### src/rtl/tank_pkg.sv
// tank_pkg: shared types, screen geometry and the direction-priority helper for the tank mover
package tank_pkg;
  typedef enum logic [1:0] {UP, RIGHT, DOWN, LEFT} dir_t;
  typedef enum logic [1:0] {IDLE, CHECK, ROLLBACK, STEP} state_t;
  localparam int TANK_SIZE = 25;
  localparam int SCREEN_W = 640;
  localparam int SCREEN_H = 480;
  function automatic dir_t pick_dir(input logic [3:0] req);
    return req[0] ? UP : req[1] ? RIGHT : req[2] ? DOWN : LEFT;
  endfunction
endpackage

### src/rtl/tank_step_clamp.sv
// tank_step_clamp: moves (x,y) by speed toward dir, clamped to [0,X_MAX]/[0,Y_MAX], ports x,y,dir,speed -> next_x,next_y
module tank_step_clamp
  import tank_pkg::*;
#(
  parameter int X_MAX = SCREEN_W - TANK_SIZE,
  parameter int Y_MAX = SCREEN_H - TANK_SIZE
) (
  input  logic [10:0] x,
  input  logic [10:0] y,
  input  dir_t        dir,
  input  logic [10:0] speed,
  output logic [10:0] next_x,
  output logic [10:0] next_y
);
  localparam logic [11:0] XM = 12'(X_MAX);
  localparam logic [11:0] YM = 12'(Y_MAX);
  logic [11:0] wx, wy, ws, xp, yp;
  assign wx = {1'b0, x};
  assign wy = {1'b0, y};
  assign ws = {1'b0, speed};
  assign xp = wx + ws;
  assign yp = wy + ws;
  always_comb begin
    next_x = dir == RIGHT ? (xp > XM ? XM[10:0] : xp[10:0]) :
             dir == LEFT  ? (wx < ws ? 11'd0 : x - speed) : x;
    next_y = dir == DOWN  ? (yp > YM ? YM[10:0] : yp[10:0]) :
             dir == UP    ? (wy < ws ? 11'd0 : y - speed) : y;
  end
endmodule

### src/rtl/tank_move_controller.sv
// tank_move_controller: per-frame tank mover with collision rollback; ins enable/startOfFrame/moveReq/collision, outs topLeftX/Y, tankDir, moving
module tank_move_controller
  import tank_pkg::*;
#(
  parameter int INIT_X = 100,
  parameter int INIT_Y = 100,
  parameter int SPEED = 2,
  parameter int X_MAX = SCREEN_W - TANK_SIZE,
  parameter int Y_MAX = SCREEN_H - TANK_SIZE
) (
  input  logic        clk,
  input  logic        resetN,
  input  logic        enable,
  input  logic        startOfFrame,
  input  logic [3:0]  moveReq,
  input  logic        collision,
  output logic [10:0] topLeftX,
  output logic [10:0] topLeftY,
  output logic [1:0]  tankDir,
  output logic        moving
);
  state_t state;
  logic [10:0] prev_x, prev_y, nx, ny;
  logic col_latch;
  dir_t sel_dir;
  assign sel_dir = pick_dir(moveReq);
  tank_step_clamp #(.X_MAX(X_MAX), .Y_MAX(Y_MAX)) u_clamp (
    .x(topLeftX),
    .y(topLeftY),
    .dir(sel_dir),
    .speed(11'(SPEED)),
    .next_x(nx),
    .next_y(ny)
  );
  always_ff @(posedge clk or negedge resetN) begin
    if (!resetN) begin
      state <= IDLE;
      topLeftX <= 11'(INIT_X);
      topLeftY <= 11'(INIT_Y);
      prev_x <= 11'(INIT_X);
      prev_y <= 11'(INIT_Y);
      tankDir <= 2'b00;
      moving <= 1'b0;
      col_latch <= 1'b0;
    end else begin
      // the rollback edge clears the latch even if collision is high then
      col_latch <= state == ROLLBACK ? 1'b0 : col_latch | collision;
      case (state)
        IDLE: state <= startOfFrame && enable ? CHECK : IDLE;
        CHECK: state <= col_latch ? ROLLBACK : STEP;
        ROLLBACK: begin
          topLeftX <= prev_x;
          topLeftY <= prev_y;
          moving <= 1'b0;
          state <= IDLE;
        end
        STEP: begin
          if (|moveReq) begin
            tankDir <= sel_dir;
            prev_x <= topLeftX;
            prev_y <= topLeftY;
            topLeftX <= nx;
            topLeftY <= ny;
            moving <= nx != topLeftX || ny != topLeftY;
          end else moving <= 1'b0;
          state <= IDLE;
        end
      endcase
    end
  end
endmodule

### config.mk
export PLATFORM = sky130hd
export DESIGN_NAME = tank_move_controller
export DESIGN_NICKNAME = d
export VERILOG_FILES = /design/src/rtl/tank_pkg.sv /design/src/rtl/tank_step_clamp.sv /design/src/rtl/tank_move_controller.sv
export SDC_FILE = /design/constraint.sdc
export NUM_CORES = 1
export LEC_CHECK = 0
export BUFFER_PORTS_ARGS = -buffer_cell sky130_fd_sc_hd__buf_4
export CAP_MARGIN = 20
export CORE_ASPECT_RATIO = 1.4
export CORE_MARGIN = 2
export CORE_UTILIZATION = 65
export CTS_CLUSTER_SIZE = 14
export DETAILED_ROUTE_END_ITERATION = 8
export GPL_TIMING_DRIVEN = 0
export PLACE_DENSITY = 0.86
export SETUP_SLACK_MARGIN = 0.3
export SLEW_MARGIN = 20
export SYNTH_ARGS = -nofsm -noshare
export SYNTH_HDL_FRONTEND = slang
export SYNTH_SLANG_ARGS = --single-unit
### constraint.sdc
create_clock -name clk -period 4.5 [get_ports clk]
set_clock_uncertainty 0.1 [all_clocks]
set_input_delay 0.225 -clock clk [delete_from_list [all_inputs] [get_ports clk]]
set_output_delay 0.225 -clock clk [all_outputs]
set_load 0.01 [all_outputs]
==> results by stage, run 1 <==
Run status:
- The flow ran to the end, and the final reports show no timing, DRC or antenna violations.

Finish:
- The final net count is 564.
- The repair_antennas step left the layout with diodes totalling 0.
- The layout filler cell count is 473.
- In the final layout, the share of cells above drive strength 1 is 0.172.
- The cell area after layout is 4390 um^2.
- Compared with the post-synthesis result, the final layout area differs by 11.3%.

Clocking:
- The number of buffers on the longest clock path is 2.
- The number of buffers inserted by post-CTS setup repair is 0.
- The clock slew at the register clock pins of the worst setup and hold paths is 0.11 ns.
- The later pin in the worst-skew pair is clocked with a latency of 0.32 ns.
- The tree is rooted in a clkbuf_8.
- Once the clock tree was built, the resizer swapped 0 gates to a different size.
- The total clock buffers created by CTS is 5.
- The number of H-tree branching levels is 2.
- TritonCTS built the clock tree.
- Counting every sink on the clock net gives 50.

Timing:
- In the finished design, the share of the clock period the worst path needs comes to 0.817.
- The minimum clock period is 3.67 ns.
- The total negative slack for setup checks is 0 ns.
- The worst hold margin is 0.0331 ns.
- At the pin with the least slew margin, the transition time is 0.715 ns.
- The count of pins over their slew limit is 0.
- The final number of hold-violating endpoints is 0.
- Setup repair after global routing left no endpoint under its margin.
- The worst path meets setup with 0.826 ns of slack.
- The relative max-transition margin is 0.523.
- The highest clock frequency the design can meet is 272 MHz.
- The final setup violation count is 0.

Floorplan:
- The core outline area is 5860 um^2.
- The floorplan has 33 rows.
- Measured along the x axis, the die boundary spans 69.8 um.
- The number of top-level pins is 34.
- The die covers 6720 um^2.
- The vertical extent of the die is 96.2 um.
- The starting utilization of the core area is 0.673.

Placed design:
- Timing analysis after detailed placement gives a worst setup slack of 0.924 ns.
- The count of buffers added on input and output ports is 33.
- The congestion estimate from routability-driven global placement came to 1.06.
- Once placement finished, the instance area stood at 4280 um^2.
- The total half-perimeter wirelength after legalization and detailed placement is 9940 um.

Synthesis:
- Sorting the synthesized cells by how often they occur yields nand2_1 (95), a21oi_1 (40), dfrtp_1 (38), nor2_1 (35), o21ai_0 (35).
- Counting every net in the synthesized netlist gives 523.
- The mapped cell area is 3940 um^2.
- The post-synthesis sequential area ratio is 0.321.
- In the synthesized netlist the async set-or-reset flop fraction comes to 1.00.
- The cell type with the highest aggregate area in the netlist is dfrtp_1.
- The number of enable flip-flop cells after synthesis is 0.
- Among all cell types in the netlist, the one instantiated most often is nand2_1.
- In this run, synthesis produced a sequential element count of 50.
- The number of warnings reported in the yosys synthesis log is 0.
- The unique cell type count in the Yosys netlist is 81.
- By area the synthesized netlist is led by dfrtp_1 (24%), nand2_1 (9.0%), dfstp_2 (8.0%).
- The average instance in the mapped netlist occupies 7.73 um^2.
- The dominant synthesized flop cell is dfrtp_1.
- The fraction of post-synthesis cell area in the top cell type by area is 0.241.
- Counting every instance in the synthesized netlist gives 510.

Global routing:
- The first global-routing pass estimated 21400 um of wire.
- The maximum number of pins on one net before global-route repair is 51.
- For this run, the total global-route usage over all layers was measured as 0.412.
- The initial antenna violation count is 0.
- The via count of the first global-routing pass is 4147.
- Summed over all layers, the global routing overflow is 0.

Power and ir drop:
- Of the total power, the clock network draws 0.097.
- The power per cell area is 682 nW/um^2.
- Summed over all cells, the static leakage comes to 1.84 nW.
- After layout, the design draws a total of 0.00299 W.
- The highest ir drop seen on vdd is 0.344 mV.
- Internal power comes to 0.00151 W.
- The sequential share of power is 0.298.
- The switching share of power is 0.494.
- Summed over all nets, the switching power comes to 0.00148 W.
- Of the total power, combinational logic draws 0.605.

Routing:
- The total wire length after detailed routing is 13800 um.
- After detailed routing, the number of remaining DRC violations is 0.
- For this block, the initial DRC count from the detailed router was 485.
- The number of optimization iterations in the first detailed-route pass is 8.
- The wire length per cell after detailed routing is 22.2 um.
- Dividing the detail-routed via count by the number of cells gives 7.19.
- Once detail routing completed, the nets flagged for antenna violations numbered 0.
- The count of vias placed by the detailed router is 4471.

Critical path:
- STA classifies the critical path startpoint as a flip-flop.
- The startpoint of the most critical setup path is topLeftY[2]$_DFFE_PN1P_.
- The worst setup path is of the flip-flop to flip-flop kind.
- The worst endpoint required time is 4.57 ns.
- In this design, the largest share of critical-path delay is due to simple AND/OR/NAND/NOR gates.
- On the critical path, the stage with the largest delay is an instance of dfstp_2.
- Following the worst setup path forward leads to its endpoint at moving$_DFFE_PN0P_.
- The critical path contains buffers and inverters numbering 2 combined.
- The critical path goes through buf_4 -> clkinv_1 -> ha_1 -> and4bb_2 -> nand4_1 -> nand2_1 -> a32oi_2 -> nand3_1 -> or4_1 -> nor4_1 -> a41oi_1.
- The number of cells on the critical path is 11.
- The depth of the worst register-to-register path is 11.
- The worst setup path is captured at a flip-flop.
- The launch point of the worst reg-to-reg path is topLeftY[2]$_DFFE_PN1P_.
- For this run, the slowest stage of the critical path takes 0.57 ns.
- The reg-to-reg endpoint is moving$_DFFE_PN0P_.
- The endpoint arrival time on the critical path is 3.75 ns.
- Setup slack on the worst reg-to-reg path comes out at 0.83 ns.
- The highest net fanout along the worst path is 10.

Worst hold path:
- The class of the tightest hold or removal check is input port to flip-flop.
- Along the worst hold path, the cell count comes to 3.

Flow run:
- The max-capacitance violation count is 0.
[power by group through the flow]
stage	Sequential (W)	Combinational, W	Clock (W)
after floorplan	0.000893	0.00115	0
after global placement	0.000879	0.00171	0
after detailed placement	0.000892	0.00174	0
after CTS	0.000883	0.00175	0.000290
after global routing	0.000917	0.00194	0.000299
final	0.000893	0.00181	0.000289
[worst reg2reg max path: cells and delay by family (launching register included)]
family / cells / cell delay (ns)
compound gates: 2 / 0.37
fa+ha+maj: 1 / 0.33
buf+inv: 2 / 0.45
flops: 1 / 0.57
simple gates: 6 / 1.72
[cells by family (layout without fill, tap and decap cells)]
kind of cell | Yosys count | count (layout) | synth area share
AND/OR/NAND/NOR | 222 | 222 | 0.285
AO/OA/AOI/OAI | 163 | 163 | 0.281
buffers and inverters | 60 | 102 | 0.0701
flip-flops | 50 | 50 | 0.321
multiplexers | 8 | 8 | 0.0228
adder cells (fa/ha/maj) | 4 | 4 | 0.0127
XOR/XNOR | 3 | 3 | 0.00666
[per-layer routing]
metal | wire length, um | global-route usage | vias to the layer above
li1 | - | - | 1954
met1 | 5000 | 0.473 | 2117
met2 | 6800 | 0.726 | 331
met3 | 1130 | 0.0503 | 69
met4 | 883 | 0.268 | 0
met5 | 0 | 0 | -
[cell type report]
class                   instances  area [um^2]  area share
plain buffers                  44          216      0.0493
clock buffers                   6         82.6      0.0188
clock inverters                 2         16.3     0.00371
inverters                      16         60.1      0.0137
multi-input cells             400         2400       0.547
flip-flops and latches         50         1270       0.289
well taps                      70         87.6      0.0200
repair buffers                 34          258      0.0587
[worst min path at each step]
stage	start	endpoint	slack (ns)
floorplan	resetN	col_latch$_DFF_PN0_	-0.17
global placement	resetN	col_latch$_DFF_PN0_	0.17
detailed placement	resetN	topLeftY[0]$_DFFE_PN0P_	0.19
CTS	collision	col_latch$_DFF_PN0_	0.04
global route	collision	col_latch$_DFF_PN0_	0.05
finish	collision	col_latch$_DFF_PN0_	0.03
[per-stage QoR]
step           std cells  utilization
5_1_grt              622        0.748
3_5_place_dp         613        0.730
3_3_place_gp         613        0.730
6_report             622        0.748
4_1_cts              622        0.748
2_1_floorplan        510            -
[state kept, by name, indices dropped and copies added, names as in the netlist]
name	cells
col_latch	1
prev_x	11
moving	1
state	2
tankDir	2
topLeftY	11
prev_y	11
topLeftX	11
[placed cells by master (no fill, tap or decap), drive strengths merged, types with 4 or more instances in the layout]
cell	instances
nor3b	4
clkbuf	33
and2	5
nand2	97
inv	16
nor2	35
a21o	6
nor4	7
mux2	5
or3	5
nand3	12
and4	5
and3	6
dfstp	12
o21ai	36
a31oi	7
o211ai	8
buf	50
o22ai	11
dfrtp	38
o31ai	4
a21oi	42
nor2b	5
ha	4
a211oi	5
o2bb2ai	4
nor3	18
nand4	11
[timing repair]
item	4_1_cts	5_1_grt
endpoints found under the hold margin	38	0
endpoints found under the setup margin	0	0
hold buffers	1	0
Note: power is estimated with default switching activity, not from simulation.
==> run 2: changes to the inputs <==
Settings changed: CORE_UTILIZATION 65 to 61, PLACE_DENSITY 0.86 to 0.81.
Clock period 4.5 ns to 3.7 ns, I/O delays scaled along.
==> results by stage, run 2 (synthesis results as in run 1) <==
Global routing:
- The initial antenna violation count is 0 (unchanged).
- The most utilized layer in the global route result is met2.
- The met3 usage came to 0.0578 (+0.00749).
- The met2 track demand over resource is 0.680 (-0.0460).
- The via count of the first global-routing pass came to 4293 (+3.5%).
- The global-route wire length before repair is 22100 um (+3.3%).
- The maximum number of pins on one net before global-route repair was 51 (unchanged).
- The global-route total usage across every layer came to 0.405 (-0.00740).
- The met1 demand-to-capacity share in global routing came to 0.462 (-0.0109).
- The global route total overflow is 0 (unchanged).

Critical path:
- The critical path's largest stage delay is 0.56 ns (about the same).
- The buffers plus inverters on the worst setup path is 3 (+1).
- The highest net fanout along the worst path is 10 (unchanged).
- The class of the most critical setup path is flip-flop to flip-flop.
- The worst setup path is launched from a flip-flop.
- The endpoint arrival time on the critical path was 3.44 ns (-0.31 ns).
- The top cell family by delay on the critical path is simple AND/OR/NAND/NOR gates.
- The endpoint kind of the worst setup timing path is a flip-flop.
- The critical-path cell with the highest stage delay is dfstp_2.
- The worst endpoint required time came to 3.79 ns (-0.78 ns).
- The signal on the critical path passes through buf_4 -> clkinvlp_4 -> ha_1 -> nor4b_4 -> and4_1 -> clkbuf_1 -> a222oi_1 -> o2111ai_1 -> or4_1 -> nor4_2 -> a41oi_1.

Power and ir drop:
- The total leakage power is 1.89 nW (+2.5%).
- The highest ir drop seen on vdd is 0.532 mV (+55%).
- The power per cell area is 843 nW/um^2 (+24%).

Clocking:
- The clock slew at the register clock pins of the worst setup and hold paths is 0.10 ns (about the same).
- The number of sinks handled by clock tree synthesis is 50 (unchanged).
- The total clock buffers created by CTS is 5 (unchanged).
- The root buffer cell chosen for the clock tree is clkbuf_8.
- TritonCTS built the clock tree.
- The number of H-tree branching levels is 2 (unchanged).
- The insertion delay of the later-clocked pin in the worst-skew pair is 0.32 ns (about the same).
- The number of buffers on the longest clock path is 2 (unchanged).

Placed design:
- The number of buffers added on ports is 33 (unchanged).
- The post-placement worst setup slack is 0.00588 ns (-0.919 ns).
- The total half-perimeter wirelength after legalization and detailed placement was 10300 um (+4.0%).
- The final weighted congestion in routability-driven placement is 1.02 (-3.5%).

Finish:
- Leaving out fill and tap cells, the most frequent cell in the layout is nand2_1.
- The number of antenna diodes was 0 (unchanged).
- The post-synthesis to final-layout area growth is 13.6%.
- Leaving out fill and tap cells, the most frequent cells in the layout are nand2_1 (95), buf_4 (40), a21oi_1 (40).
- The ratio of cells with drive above 1 in the final layout came to 0.192 (+0.0203).
- The final net count is 568 (+0.71%).

Routing:
- The mean number of vias per cell is 7.14 (-0.62%).
- The number of design-rule violations left by the first detailed-router iteration is 530 (+9.3%).
- The wire length per cell after detailed routing is 22.7 um (+2.1%).
- The post-route antenna net violation count was 0 (unchanged).
- The DRC violation count after routing is 4 (+4).
- The number of optimization iterations in the first detailed-route pass is 9 (+1).
- The count of vias placed by the detailed router is 4486 (+0.34%).
- The total wire length after detailed routing is 14200 um (+3.1%).

Timing:
- The count of pins over their slew limit was 0 (unchanged).
- The minimum clock period was 3.35 ns (-0.321 ns).
- The transition time of the tightest slew-check pin is 0.730 ns (+0.0145 ns).
- The highest clock frequency the design can meet is 298 MHz (+9.6%).
- The final setup violation count came to 0 (unchanged).
- The final worst-path cycle share is 0.906 (+0.0897).
- The final number of hold-violating endpoints came to 0 (unchanged).
- The post-route worst setup slack is 0.347 ns (-0.479 ns).
- Setup repair after global routing could not meet its margin everywhere.
- The relative max-transition margin is 0.513 (-0.00970).
- The total negative slack for setup checks is 0 ns (unchanged).

Floorplan:
- The vertical extent of the die is 99.1 um (+3.1%).
- The area of the die is 7130 um^2 (+6.2%).
- The number of top-level pins was 34 (unchanged).
- The chip width was 72.0 um (+3.0%).
- The placement row count was 34 (+3.0%).
- The starting utilization of the core area was 0.631 (-0.0420).
- The core outline area is 6250 um^2 (+6.7%).

Worst hold path:
- The class of the tightest hold or removal check is input port to flip-flop.

Run status:
- The run finished, with violations left.
- The checks that failed: DRC.

Flow run:
- The max-capacitance violation count is 0 (unchanged).
run 2: cell count changes in the layout (fill, tap and decap cells not counted), moves of 2 or more:
cell      previous run  this run
buf_4               36        40
clkbuf_1            27        23
clkbuf_2             0         3
inv_1               15        13
run 2: layout make-up:
type	count	area, um^2
Fill cell	529	1770
Timing Repair Buffer	38	290
Sequential cell	50	1270
Clock inverter	2	38.8
Inverter	16	66.3
Tap cell	72	90.1
Clock buffer	6	82.6
Buffer	44	226
Multi-Input combinational cell	400	2420
run 2: metal layers:
metal  wire length [um]  vias up
li1                   -     1971
met1               5070     2121
met2               6920      309
met3               1170       85
met4               1090        0
met5                  0        -
run 2: power by group:
part           switching (W)  internal (W)
logic                0.00137      0.000879
clock network       0.000203      0.000223
registers           0.000262      0.000837
run 2: worst min-delay path, stage by stage:
cell	delay [ns]
buf_4	0.11
nand2_1	0.04
mux2_2	0.13
nor2_1	0.03
run 2: through the flow:
step / instance area [um^2] / cells / utilization / hold slack [ns] / total power (W)
after floorplan: 3940 / 510 / - / -0.211 / 0.00249
after global placement: 4280 / 615 / 0.685 / 0.131 / 0.00317
after detailed placement: 4280 / 615 / 0.685 / 0.148 / 0.00322
after CTS: 4440 / 626 / 0.710 / 0.108 / 0.00366
after global routing: 4480 / 628 / 0.717 / 0.137 / 0.00398
final: 4480 / 628 / 0.717 / 0.106 / 0.00378
run 2: worst paths after layout:
path | from | endpoint | slack (ns) | cells after the start
max | topLeftX[2]$_DFFE_PN1P_ | moving$_DFFE_PN0P_ | 0.35 | 11
min reg2reg | prev_x[5]$_DFFE_PN1P_ | prev_x[5]$_DFFE_PN1P_ | 0.36 | 2
max in group asynchronous | resetN | tankDir[0]$_DFFE_PN0P_ | 2.73 | 2
min | enable | state[0]$_DFF_PN0_ | 0.11 | 4
min in group asynchronous | resetN | prev_y[0]$_DFFE_PN0P_ | 0.33 | 2
max reg2reg | topLeftX[2]$_DFFE_PN1P_ | moving$_DFFE_PN0P_ | 0.35 | 11
run 2: repair_timing:
item / CTS / global route
hold buffers: 2 / 0
pin swaps: 0 / 3
setup endpoints to repair: 1 / 2
gates resized for setup: 5 / 11
setup buffers: 1 / 2
endpoints found under the hold margin: 39 / 0
==> run 3: changes to the inputs <==
Settings changed: CELL_PAD_IN_SITES_DETAIL_PLACEMENT set to 0, CELL_PAD_IN_SITES_GLOBAL_PLACEMENT set to 1, CORE_UTILIZATION 61 to 45, PLACE_DENSITY 0.81 to unset, PLACE_DENSITY_LB_ADDON set to 0.1.
==> results by stage, run 3 (synthesis results as in run 1) <==
Worst hold path:
- The min-delay analysis places its worst path in the category input port to flip-flop.
- The cell depth of the worst min-delay path is 3 (-1).
- In this run the most critical hold path is launched from collision.

Placed design:
- The total half-perimeter wirelength after legalization and detailed placement is 10800 um (+4.8%).
- The post-placement worst setup slack is -0.00815 ns (-0.0140 ns).
- The cell count after placement was 648 (+5.4%).
- The number of buffers added on ports was 33 (unchanged).
- The final weighted congestion in routability-driven placement was 0.925 (-9.2%).

Timing:
- The final number of hold-violating endpoints is 0 (unchanged).
- The highest clock frequency the design can meet is 290 MHz (-2.8%).
- The final setup violation count is 0 (unchanged).
- The transition time of the tightest slew-check pin came to 0.898 ns (+0.168 ns).
- The minimum clock period is 3.45 ns (+0.0959 ns).
- The count of pins over their slew limit came to 0 (unchanged).
- The relative max-transition margin is 0.399 (-0.114).
- Setup repair after global routing could not meet its margin everywhere.
- The final worst-path cycle share is 0.932 (+0.0259).
- The post-route worst setup slack is 0.251 ns (-0.0959 ns).

Critical path:
- The critical path's largest stage delay is 0.54 ns (-0.02 ns).
- The class of the most critical setup path is flip-flop to flip-flop.
- The number of cells on the critical path is 11 (unchanged).
- The worst register-to-register path begins at topLeftX[2]$_DFFE_PN1P_.
- The endpoint arrival time on the critical path is 3.50 ns (+0.06 ns).
- The worst setup path is captured at a flip-flop.
- The buffers plus inverters on the worst setup path was 3 (unchanged).
- The worst endpoint required time is 3.75 ns (-0.04 ns).
- The highest net fanout along the worst path is 10 (unchanged).
- The most critical setup path has its startpoint at topLeftX[2]$_DFFE_PN1P_.
- The top cell family by delay on the critical path is simple AND/OR/NAND/NOR gates.
- The worst setup path is launched from a flip-flop.
- The critical path goes through clkbuf_4 -> inv_1 -> ha_1 -> nor4b_2 -> and4_1 -> clkbuf_1 -> a222oi_1 -> o2111ai_1 -> or4_1 -> nor4_2 -> a41oi_1.
- On the critical path, the stage with the largest delay is an instance of dfstp_2.
- The depth of the worst register-to-register path is 11 (unchanged).

Clocking:
- The insertion delay of the later-clocked pin in the worst-skew pair is 0.30 ns (-0.02 ns).
- The clock tree from TritonCTS is built.
- The total clock buffers created by CTS is 5 (unchanged).
- The clock slew at the register clock pins of the worst setup and hold paths is 0.07 ns (-0.03 ns).
- The number of sinks handled by clock tree synthesis is 50 (unchanged).
- The number of H-tree branching levels is 2 (unchanged).
- The tree is rooted in a clkbuf_16.
- The number of buffers on the longest clock path was 2 (unchanged).

Finish:
- The most common cell after layout, fill and taps aside is nand2_1.
- The layout filler cell count is 890 (+68%).
- The final net count is 565 (-0.53%).
- The final standard cell utilization of the core is 0.529 (-0.187).
- The library cells used most frequently in the layout, excluding fill and tap cells, are nand2_1 (95), a21oi_1 (39), dfrtp_1 (38).
- Compared with the post-synthesis result, the final layout area differs by 14.8%.
- The number of antenna diodes was 0 (unchanged).
- The ratio of cells with drive above 1 in the final layout was 0.184 (-0.00800).
- The final cell count without fillers is 658 (+4.8%).

Global routing:
- The global-route wire length before repair is 23200 um (+5.2%).
- The via count of the first global-routing pass is 4152 (-3.3%).
- The maximum number of pins on one net before global-route repair is 51 (unchanged).
- The global route total overflow is 0 (unchanged).
- The global-route total usage across every layer is 0.316 (-0.0889).
- The initial antenna violation count is 0 (unchanged).

Floorplan:
- The placement row count was 40 (+18%).
- The vertical extent of the die came to 115 um (+16%).
- The area of the die is 9540 um^2 (+34%).
- The starting utilization of the core area came to 0.461 (-0.170).
- The chip width came to 83.1 um (+16%).
- The core outline area is 8560 um^2 (+37%).
- The number of top-level pins is 34 (unchanged).

Power and ir drop:
- The total leakage power is 1.89 nW (about the same).
- The highest ir drop seen on vdd came to 0.428 mV (-20%).
- The total design power is 0.00382 W (+1.1%).
- The power per cell area came to 843 nW/um^2 (about the same).

Routing:
- The count of vias placed by the detailed router came to 4226 (-5.8%).
- The number of design-rule violations left by the first detailed-router iteration is 382 (-28%).
- The number of optimization iterations in the first detailed-route pass is 6 (-3).
- The total wire length after detailed routing came to 14700 um (+3.3%).
- The post-route antenna net violation count is 0 (unchanged).
- The DRC violation count after routing is 0 (-4).
- The mean number of vias per cell is 6.42 (-10%).
- The wire length per cell after detailed routing was 22.4 um (-1.4%).

Run status:
- The flow ran to the end, and the final reports show no timing, DRC or antenna violations.

Flow run:
- The max-capacitance violation count was 0 (unchanged).
run 3: changes by cell type in the layout (fill, tap and decap cells not counted), moves of 2 or more:
| cell | change |
|---|---|
| inv_1 | +2 |
| buf_4 | -3 |
| clkbuf_16 | +5 |
| clkbuf_1 | +2 |
| clkbuf_8 | -6 |
run 3: power breakdown:
part	leakage (nW)	internal, W	switching [W]
Combinational	1.21	0.000856	0.00135
Sequential	0.596	0.000839	0.000242
Clock	0.0771	0.000320	0.000207
run 3: area by class of cell:
| type | count | area, um^2 | share of cell area |
|---|---|---|---|
| inverter | 16 | 61.3 | 0.0135 |
| clock inverter | 2 | 37.5 | 0.00829 |
| timing repair buffer | 35 | 265 | 0.0586 |
| multi-input combinational | 400 | 2420 | 0.533 |
| clock buffer | 6 | 129 | 0.0285 |
| sequential | 50 | 1270 | 0.280 |
| tap | 105 | 131 | 0.0290 |
| buffer | 44 | 223 | 0.0492 |
run 3: routing by layer:
metal	wire, um	track usage
met5	0	0
met1	5600	0.370
met2	7470	0.564
met4	847	0.186
met3	805	0.0287
run 3: worst paths after layout:
path | end | slack [ns]
setup / recovery | moving$_DFFE_PN0P_ | 0.25
hold / removal | col_latch$_DFF_PN0_ | 0.01
setup reg to reg | moving$_DFFE_PN0P_ | 0.25
hold reg to reg | prev_x[5]$_DFFE_PN1P_ | 0.36
max in group asynchronous | topLeftX[7]$_DFFE_PN0P_ | 2.70
min in group asynchronous | col_latch$_DFF_PN0_ | 0.37
run 3: stage by stage:
| stage | TNS, ns | cell area, um^2 | hold WS, ns |
|---|---|---|---|
| 6_report | 0 | 4530 | 0.0115 |
| 5_1_grt | 0 | 4530 | 0.0407 |
| 4_1_cts | 0 | 4510 | 0.0131 |
| 3_5_place_dp | -0.00815 | 4320 | 0.152 |
| 3_3_place_gp | 0 | 4320 | 0.142 |
| 2_1_floorplan | 0 | 3940 | -0.211 |
run 3: worst reg2reg max path: cells and delay by family, from the launching register on:
family                   cells  cell delay (ns)
AO/OA/AOI/OAI                3             0.67
adder cells (fa/ha/maj)      1             0.23
buffers and inverters        3             0.57
flip-flops                   1             0.54
AND/OR/NAND/NOR              4             1.19
run 3: what timing repair did:
action | CTS | global route
endpoints found under the setup margin | 3 | 11
buffers inserted | 1 | 0
hold buffers | 1 | 0
gates resized for setup | 5 | 3
gates cloned | 0 | 0
endpoints found under the hold margin | 38 | 0
